$ cat src/rtl/seq_pkg.sv
// Shared opcodes, FSM state encoding and instruction field positions for the sequencer.
package seq_pkg;

  localparam logic [3:0] OP_NOP  = 4'h0;
  localparam logic [3:0] OP_LDI  = 4'h1;
  localparam logic [3:0] OP_ALU  = 4'h2;
  localparam logic [3:0] OP_JMP  = 4'h3;
  localparam logic [3:0] OP_JZ   = 4'h4;
  localparam logic [3:0] OP_HALT = 4'hF;

  typedef enum logic [2:0] {
    StIdle,
    StFetch,
    StDecode,
    StExec,
    StWb,
    StHalted
  } state_e;

  // Instruction word field positions
  localparam int unsigned OPC_MSB  = 15;
  localparam int unsigned OPC_LSB  = 12;
  localparam int unsigned DST_MSB  = 11;
  localparam int unsigned DST_LSB  = 10;
  localparam int unsigned SRCA_MSB = 9;
  localparam int unsigned SRCA_LSB = 8;
  localparam int unsigned SRCB_MSB = 7;
  localparam int unsigned SRCB_LSB = 6;
  localparam int unsigned IMM_MSB  = 7;
  localparam int unsigned IMM_LSB  = 0;
  localparam int unsigned FN_MSB   = 2;
  localparam int unsigned FN_LSB   = 0;

endpackage

$ cat src/rtl/seq_decode.sv
// Combinational instruction decoder: opcode class flags plus raw field extraction.
module seq_decode
  import seq_pkg::*;
(
  input  logic [15:0] ir,
  input  logic        z,
  output logic        is_ldi,
  output logic        is_alu,
  output logic        is_jump,
  output logic        is_halt,
  output logic [1:0]  dst,
  output logic [1:0]  srca,
  output logic [1:0]  srcb,
  output logic [7:0]  imm,
  output logic [2:0]  fn
);

  assign dst  = ir[DST_MSB:DST_LSB];
  assign srca = ir[SRCA_MSB:SRCA_LSB];
  assign srcb = ir[SRCB_MSB:SRCB_LSB];
  assign imm  = ir[IMM_MSB:IMM_LSB];
  assign fn   = ir[FN_MSB:FN_LSB];

  // Classify opcode; is_jump already folds in the JZ condition so the FSM sees a taken jump.
  always_comb begin
    is_ldi  = 1'b0;
    is_alu  = 1'b0;
    is_jump = 1'b0;
    is_halt = 1'b0;
    case (ir[OPC_MSB:OPC_LSB])
      OP_NOP:  ;
      OP_LDI:  is_ldi  = 1'b1;
      OP_ALU:  is_alu  = 1'b1;
      OP_JMP:  is_jump = 1'b1;
      OP_JZ:   is_jump = z;
      OP_HALT: is_halt = 1'b1;
      default: ;
    endcase
  end

endmodule

$ cat src/rtl/instr_sequencer.sv
// Program sequencer: fetches from a synchronous ROM and drives a 4x8 register file.
module instr_sequencer
  import seq_pkg::*;
#(
  parameter int unsigned PC_W = 8
) (
  input  logic            clk,
  input  logic            rst,
  input  logic            run,
  output logic [PC_W-1:0] rom_addr,
  input  logic [15:0]     rom_data,
  input  logic [7:0]      alu_result,
  input  logic            alu_zero,
  output logic [2:0]      alu_op,
  output logic [7:0]      D,
  output logic [1:0]      addr,
  output logic            WE,
  output logic [1:0]      cha,
  output logic [1:0]      chb,
  output logic            busy,
  output logic            halted
);

  state_e          state_q, state_d;
  logic [PC_W-1:0] pc_q, pc_d;
  logic [15:0]     ir_q, ir_d;
  logic            z_q, z_d;
  logic [1:0]      cha_q, cha_d, chb_q, chb_d;

  logic       is_ldi, is_alu, is_jump, is_halt;
  logic [1:0] dst, srca, srcb;
  logic [7:0] imm;
  logic [2:0] fn;

  seq_decode u_decode (
    .ir      (ir_q),
    .z       (z_q),
    .is_ldi  (is_ldi),
    .is_alu  (is_alu),
    .is_jump (is_jump),
    .is_halt (is_halt),
    .dst     (dst),
    .srca    (srca),
    .srcb    (srcb),
    .imm     (imm),
    .fn      (fn)
  );

  // pc is stable from FETCH through DECODE, so it can drive the ROM address directly.
  assign rom_addr = pc_q;
  assign alu_op   = fn;
  assign busy     = (state_q != StIdle) && (state_q != StHalted);
  assign halted   = (state_q == StHalted);

  // Next-state, architectural updates and register-file port drive.
  always_comb begin
    state_d = state_q;
    pc_d    = pc_q;
    ir_d    = ir_q;
    z_d     = z_q;
    cha_d   = cha_q;
    chb_d   = chb_q;
    cha     = cha_q;
    chb     = chb_q;
    WE      = 1'b0;
    D       = 8'h00;
    addr    = 2'd0;
    unique case (state_q)
      StIdle: begin
        if (run) state_d = StFetch;
      end
      StFetch: state_d = StDecode;
      StDecode: begin
        ir_d    = rom_data;
        state_d = StExec;
      end
      StExec: begin
        if (is_alu) begin
          // Selects must be valid now; the register file samples them on this edge.
          cha     = srca;
          chb     = srcb;
          cha_d   = srca;
          chb_d   = srcb;
          state_d = StWb;
        end else if (is_halt) begin
          state_d = StHalted;
        end else begin
          if (is_ldi) begin
            WE   = 1'b1;
            D    = imm;
            addr = dst;
          end
          pc_d    = is_jump ? PC_W'(imm) : pc_q + PC_W'(1);
          state_d = StFetch;
        end
      end
      StWb: begin
        WE      = 1'b1;
        D       = alu_result;
        addr    = dst;
        z_d     = alu_zero;
        pc_d    = pc_q + PC_W'(1);
        state_d = StFetch;
      end
      StHalted: begin
        if (run) begin
          pc_d    = '0;
          state_d = StFetch;
        end
      end
      default: state_d = StIdle;
    endcase
  end

  // State register with synchronous reset.
  always_ff @(posedge clk) begin
    if (rst) begin
      state_q <= StIdle;
      pc_q    <= '0;
      ir_q    <= 16'h0000;
      z_q     <= 1'b0;
      cha_q   <= 2'd0;
      chb_q   <= 2'd0;
    end else begin
      state_q <= state_d;
      pc_q    <= pc_d;
      ir_q    <= ir_d;
      z_q     <= z_d;
      cha_q   <= cha_d;
      chb_q   <= chb_d;
    end
  end

endmodule
$ cat config.mk
export PLATFORM = sky130hd
export DESIGN_NAME = instr_sequencer
export DESIGN_NICKNAME = d
export VERILOG_FILES = /design/src/rtl/seq_pkg.sv /design/src/rtl/seq_decode.sv /design/src/rtl/instr_sequencer.sv
export SDC_FILE = /design/constraint.sdc
export NUM_CORES = 1
export LEC_CHECK = 0
export BUFFER_PORTS_ARGS = -buffer_cell sky130_fd_sc_hd__buf_4
export CORE_MARGIN = 2
export CORE_UTILIZATION = 54
export DETAILED_ROUTE_END_ITERATION = 8
export PLACE_DENSITY = 0.89
export SLEW_MARGIN = 10
export SYNTH_ARGS = -nofsm -noshare
export SYNTH_HDL_FRONTEND = slang
export SYNTH_SLANG_ARGS = --single-unit
$ cat constraint.sdc
create_clock -name clk -period 2.7 [get_ports clk]
set_input_delay 0.27 -clock clk [delete_from_list [all_inputs] [get_ports clk]]
set_output_delay 0.27 -clock clk [all_outputs]
set_load 0.05 [all_outputs]
==> results of run 1 <==
per-stage QoR:
| stage | cells | worst slack [ps] | cell area [um^2] | util |
|---|---|---|---|---|
| 4_1_cts | 313 | 420 | 2260 | 0.735 |
| 3_5_place_dp | 305 | 805 | 2200 | 0.715 |
| 3_3_place_gp | 305 | 860 | 2200 | 0.715 |
| 2_1_floorplan | 217 | 443 | 1770 | - |
| 6_report | 313 | 418 | 2260 | 0.735 |
| 5_1_grt | 313 | 330 | 2260 | 0.735 |
worst register-to-register path, delay by kind of cell (launching register included):
kind	cells	cell delay (ps)
buffers and inverters	1	190
AOI/OAI and AO/OA	3	1010
DFF	1	320
and+or+nand+nor	2	240
Yosys cell counts (all sizes together):
master	number	area (um^2)
o21ba	1	10.0
ha	1	12.5
mux2	5	60.1
nor3	4	25.0
o32a	2	20.0
clkbuf	11	42.5
o21ai	4	20.0
dfxtp	32	641
a22o	8	70.1
or2	1	6.26
or2b	1	7.51
or3	1	6.26
nor2b	8	50.1
o311ai	1	8.76
a21o	2	15.0
a221oi	1	8.76
nand4	1	6.26
a21oi	25	125
nand3b	3	26.3
nand2b	8	50.1
nand3	6	30.0
nor4	1	12.5
a32oi	1	8.76
o32ai	1	16.3
xnor2	2	17.5
nand2	36	135
nor4b	1	23.8
inv	5	18.8
a31oi	3	18.8
buf	5	32.5
o31ai	3	22.5
nor3b	1	7.51
o211ai	2	15.0
and3	2	12.5
xor2	2	17.5
and2	1	6.26
nand4bb	1	16.3
a211oi	7	70.1
nor2	13	48.8
o22ai	3	18.8
and4	1	8.76
metal layers:
layer  up-vias  share of wire  global-route usage
li1        871              -                   -
met1       791           0.40               0.319
met2        88           0.47               0.389
met3        12           0.11              0.0630
met4         0          0.019               0.155
met5         -              0                   0
cells by family after synthesis:
kind of cell	Yosys count
AO/OA/AOI/OAI	64
buffers and inverters	21
adder cells (fa/ha/maj)	1
multiplexers	5
AND/OR/NAND/NOR	90
flip-flops	32
XOR/XNOR	4
sequential cells by signal (all words and copies together), names as in the netlist:
register  flops
rom_addr      8
chb_q         2
state_q       3
z_q           1
cha_q         2
ir_q         16
power breakdown:
part           switching (uW)  leakage, uW  total, uW  internal, uW
sequential               78.7     0.000259        614           535
combinational             294     0.000610        482           188
clock                     163    0.0000315        290           127
total                     535     0.000901       1390           850
final cells by class:
| type | count | area, um^2 |
|---|---|---|
| multi-input cells | 164 | 1030 |
| repair buffers | 60 | 450 |
| fillers | 258 | 816 |
| flip-flops and latches | 32 | 641 |
| clock buffers | 7 | 55.1 |
| well taps | 44 | 55.1 |
| clock inverters | 1 | 7.51 |
| inverters | 5 | 18.8 |
worst max-delay path by stage:
stage / start / slack [ps] / endpoint
floorplan: state_q[0] / 440 / addr[0]
global placement: ir_q[12] / 860 / chb[0]
detailed placement: ir_q[12] / 810 / cha[0]
CTS: ir_q[12] / 420 / cha[0]
global route: ir_q[12] / 330 / chb[0]
finish: state_q[1] / 420 / cha[0]
==> impl_metrics.json, run 1 <==
{
  "cts.path.max_buffers": 2,
  "layout_commonest_cell": "buf_4",
  "total_power_uw": 1390,
  "grt_pass1_wl_mm": 6.90,
  "final_cell_mix": "buf_4, nand2_1, dfxtp_1",
  "tns_ps": 0,
  "avgRoutedWirePerCell_um": 13.7,
  "worst_pin_slew_ps": 630,
  "synth_xor_xnor_area_share": 0.0198,
  "grt_remaining_overflow": 0,
  "clock-sinks": 32,
  "num_vias": 1762,
  "cts_buffers": 5,
  "p_leak_uw": 0.000901,
  "layout-drive-gt1-share": 0.305,
  "crit_path_end_kind": "output port",
  "cp.buffers_inverters": 2,
  "die_w_um": 61.2,
  "cts_tree": "built",
  "grt_pass1_vias": 1569,
  "synth.distinct_cells": 48,
  "grt_setup_unrepaired": "false",
  "syn-mean-instance-area_um2": 8.15,
  "synth_fa_ha_area_frac": 0.00707,
  "synthCells": 217,
  "skew_ps": 8.49,
  "htree_levels": 2,
  "cts_setup_buffers": 0,
  "min_to": "ir_q[7]",
  "ys_warn_count": 0,
  "cts_resized": 0,
  "fmax_mhz": 438,
  "fin_worst_hold_slack_ps": 167,
  "critPathMaxFanout": 7,
  "coreArea_um2": 3080,
  "synth_top_family_by_area": "simple AND/OR/NAND/NOR gates",
  "max_stage_delay_ps": 450,
  "critPathTopFamily": "simple AND/OR/NAND/NOR gates",
  "synth_seq_cells": 32,
  "yosys.area_share.simple": 0.271,
  "synth_compound_area_frac": 0.253,
  "dieHeight_um": 61.2,
  "cts_root_buf": "clkbuf_4",
  "arrival_ps": 2010,
  "ios": 56,
  "min_from": "rom_data[7]",
  "holdBufCountCts": 0,
  "clkTransAtPathRegs_ps": 100,
  "powerDensity_nw_per_um2": 613,
  "ys_seq_area_frac": 0.362,
  "via_per_inst": 5.63,
  "syn-num-nets": 246,
  "clock_latency_ps": 340,
  "status": "finished clean",
  "worst_hold_path.num_cells": 3,
  "worstRegToRegCells": 6,
  "die-area_um2": 3750,
  "syn-cell-area_um2": 1770,
  "drt-total-wl_mm": 4.30,
  "start_util": 0.575,
  "regToRegStartpoint": "state_q[0]",
  "timing_max_transition_violations_final": 0,
  "synthMuxAreaShare": 0.0339,
  "first_iter_violations": 52,
  "post-route-period-util": 0.845,
  "nets": 297,
  "drcViolationCount": 0,
  "antenna_found_initial": 0,
  "critPathKind": "flip-flop to output port",
  "ant_nets": 0,
  "hold_class": "input port to flip-flop",
  "num_antenna_cells": 0,
  "finalHoldViolCount": 0,
  "ir_worst_vdd_mv": 0.460,
  "hpwl_mm": 3.12,
  "path_depth": 5,
  "reg2reg_slack_ps": 830,
  "start_kind": "flip-flop",
  "firstDrtPassIters": 4,
  "gp_congestion": 0.943,
  "setup_viol": 0,
  "fp-row-count": 20,
  "drv_cap": 0,
  "port-buffer-count": 55,
  "timing.rr.end": "rom_addr[3]",
  "worstPathCellList": "inv_1 > nor2_1 > nand3_1 > mux2_2 > buf_4",
  "grt_util_all_layers": 0.253,
  "grt_max_degree": 34,
  "slowest_stage": "dfxtp_1",
  "area_delta_synth_final_pct": 27.9,
  "cp.required_ps": 2430,
  "slew_headroom": 0.580,
  "finalCriticalPeriod_ps": 2280
}
(Power assumes the default switching activity.)
==> run 2, diff against run 1 <==
- CORE_UTILIZATION: 54 -> 46
- PLACE_DENSITY: 0.89 -> 0.81
- clock period: 2.7 -> 1.8 ns (I/O delays scaled with it)
==> run 2 against run 1 <==
  * The flow now finishes with violations (negative setup slack)
  * Critical path depth stayed put
  * Die area is 16% higher
  * Combinational power is 81% higher
  * Critical endpoint is now D[3]
==> impl_metrics.json, run 2 (synthesis gave the netlist of run 1 again) <==
{
  "status": "finished with violations",
  "violations": "negative setup slack",
  "drv_cap": 0,
  "holdBufCountCts": 0,
  "avgRoutedWirePerCell_um": 15.3,
  "start_util": 0.480,
  "critPathMaxFanout": 4,
  "num_antenna_cells": 0,
  "setup_viol": 15,
  "drcViolationCount": 0,
  "num_vias": 1935,
  "fp-row-count": 22,
  "cp.buffers_inverters": 2,
  "layout_commonest_cell": "buf_4",
  "ir_worst_vdd_mv": 0.647,
  "hold_class": "input port to flip-flop",
  "slew_headroom": 0.719,
  "start_kind": "flip-flop",
  "hpwl_mm": 3.49,
  "largest_reg_flops": 16,
  "total_power_uw": 2380,
  "crit_path_end_kind": "output port",
  "fmax_mhz": 537,
  "port-buffer-count": 55,
  "worstPathCellList": "nand3b_1 > nor4_4 > buf_4 > a22o_1 > buf_6",
  "setup_slack_ps": -62.0,
  "finalHoldViolCount": 0,
  "clkTransAtPathRegs_ps": 70,
  "slowest_stage": "dfxtp_4",
  "cts_buffers": 5,
  "ant_nets": 0,
  "max_stage_delay_ps": 340,
  "antenna_found_initial": 0,
  "timing_max_transition_violations_final": 0,
  "firstDrtPassIters": 4,
  "worst_pin_slew_ps": 420,
  "skew_ps": 4.45,
  "pre_cts_ws_ps": 23.6,
  "cts_root_buf": "clkbuf_8",
  "regMostFlops": "ir_q",
  "finalCriticalPeriod_ps": 1860,
  "critPathKind": "flip-flop to output port",
  "cts.path.max_buffers": 2,
  "grt_setup_unrepaired": "true",
  "gp_congestion": 0.851,
  "dieHeight_um": 66.0,
  "powerDensity_nw_per_um2": 917,
  "drt-total-wl_mm": 5.18,
  "htree_levels": 2,
  "grt_util_all_layers": 0.237,
  "nets": 318,
  "die-area_um2": 4360,
  "clock_latency_ps": 280,
  "grt_pass1_vias": 1788,
  "post-route-period-util": 1.03,
  "clock-sinks": 32,
  "dpl_cell_area_um2": 2330,
  "reg2reg_slack_ps": 10,
  "via_per_inst": 5.72,
  "area_delta_synth_final_pct": 46.7,
  "fin_area_um2": 2590,
  "grt_remaining_overflow": 0,
  "p_leak_uw": 0.00105,
  "coreArea_um2": 3690,
  "arrival_ps": 1680,
  "layout-drive-gt1-share": 0.417,
  "first_iter_violations": 217,
  "critPathTopFamily": "simple AND/OR/NAND/NOR gates",
  "final_cell_mix": "buf_4, nand2_1, a21oi_1",
  "die_w_um": 66.0,
  "grt_max_degree": 34,
  "cts_tree": "built",
  "ios": 56,
  "cp.required_ps": 1620,
  "grt_pass1_wl_mm": 7.98
}
-- run 2: metrics by stage --
step / util / std cells / hold WS [ps] / TNS, ps
6_report: 0.704 / 338 / 142 / -632
5_1_grt: 0.704 / 338 / 140 / -1930
4_1_cts: 0.676 / 332 / 135 / -1480
3_5_place_dp: 0.632 / 322 / 438 / 0
3_3_place_gp: 0.632 / 322 / 426 / 0
2_1_floorplan: - / 217 / 252 / 0
-- run 2: layout make-up --
class	instances	area (um^2)
Tap cell	48	60.1
Sequential cell	32	662
Clock buffer	7	86.3
Fill cell	295	1090
Clock inverter	1	7.51
Timing Repair Buffer	81	653
Multi-Input combinational cell	164	1110
Inverter	5	18.8
-- run 2: worst register-to-register path, cell delays in order, from the launching register on --
cell      delay [ps]
dfxtp_4          340
buf_4            150
nor2b_1          120
buf_4            160
a211oi_4         380
mux2_4           340
a21oi_2          130
nor3_2            50
-- run 2: worst paths after layout --
kind	end	start	cells past startpoint
min reg2reg	ir_q[11]	ir_q[11]	2
max	D[3]	state_q[2]	5
max reg2reg	rom_addr[6]	state_q[2]	7
min	ir_q[14]	rom_data[14]	3
-- run 2: repair_timing --
item	4_1_cts	5_1_grt
pin swaps	7	10
resized for setup	19	14
setup buffers	2	6
endpoints found under the setup margin	15	21
-- run 2: per-layer routing --
layer	GRT usage	vias up	part of all wire
li1	-	919	-
met1	0.289	887	0.40
met2	0.390	112	0.48
met3	0.0562	17	0.095
met4	0.117	0	0.026
met5	0	-	0
-- run 2: power by group --
| group | switching [uW] | total [uW] | internal (uW) |
|---|---|---|---|
| sequential | 121 | 937 | 816 |
| clock | 258 | 568 | 310 |
| combinational | 506 | 874 | 367 |
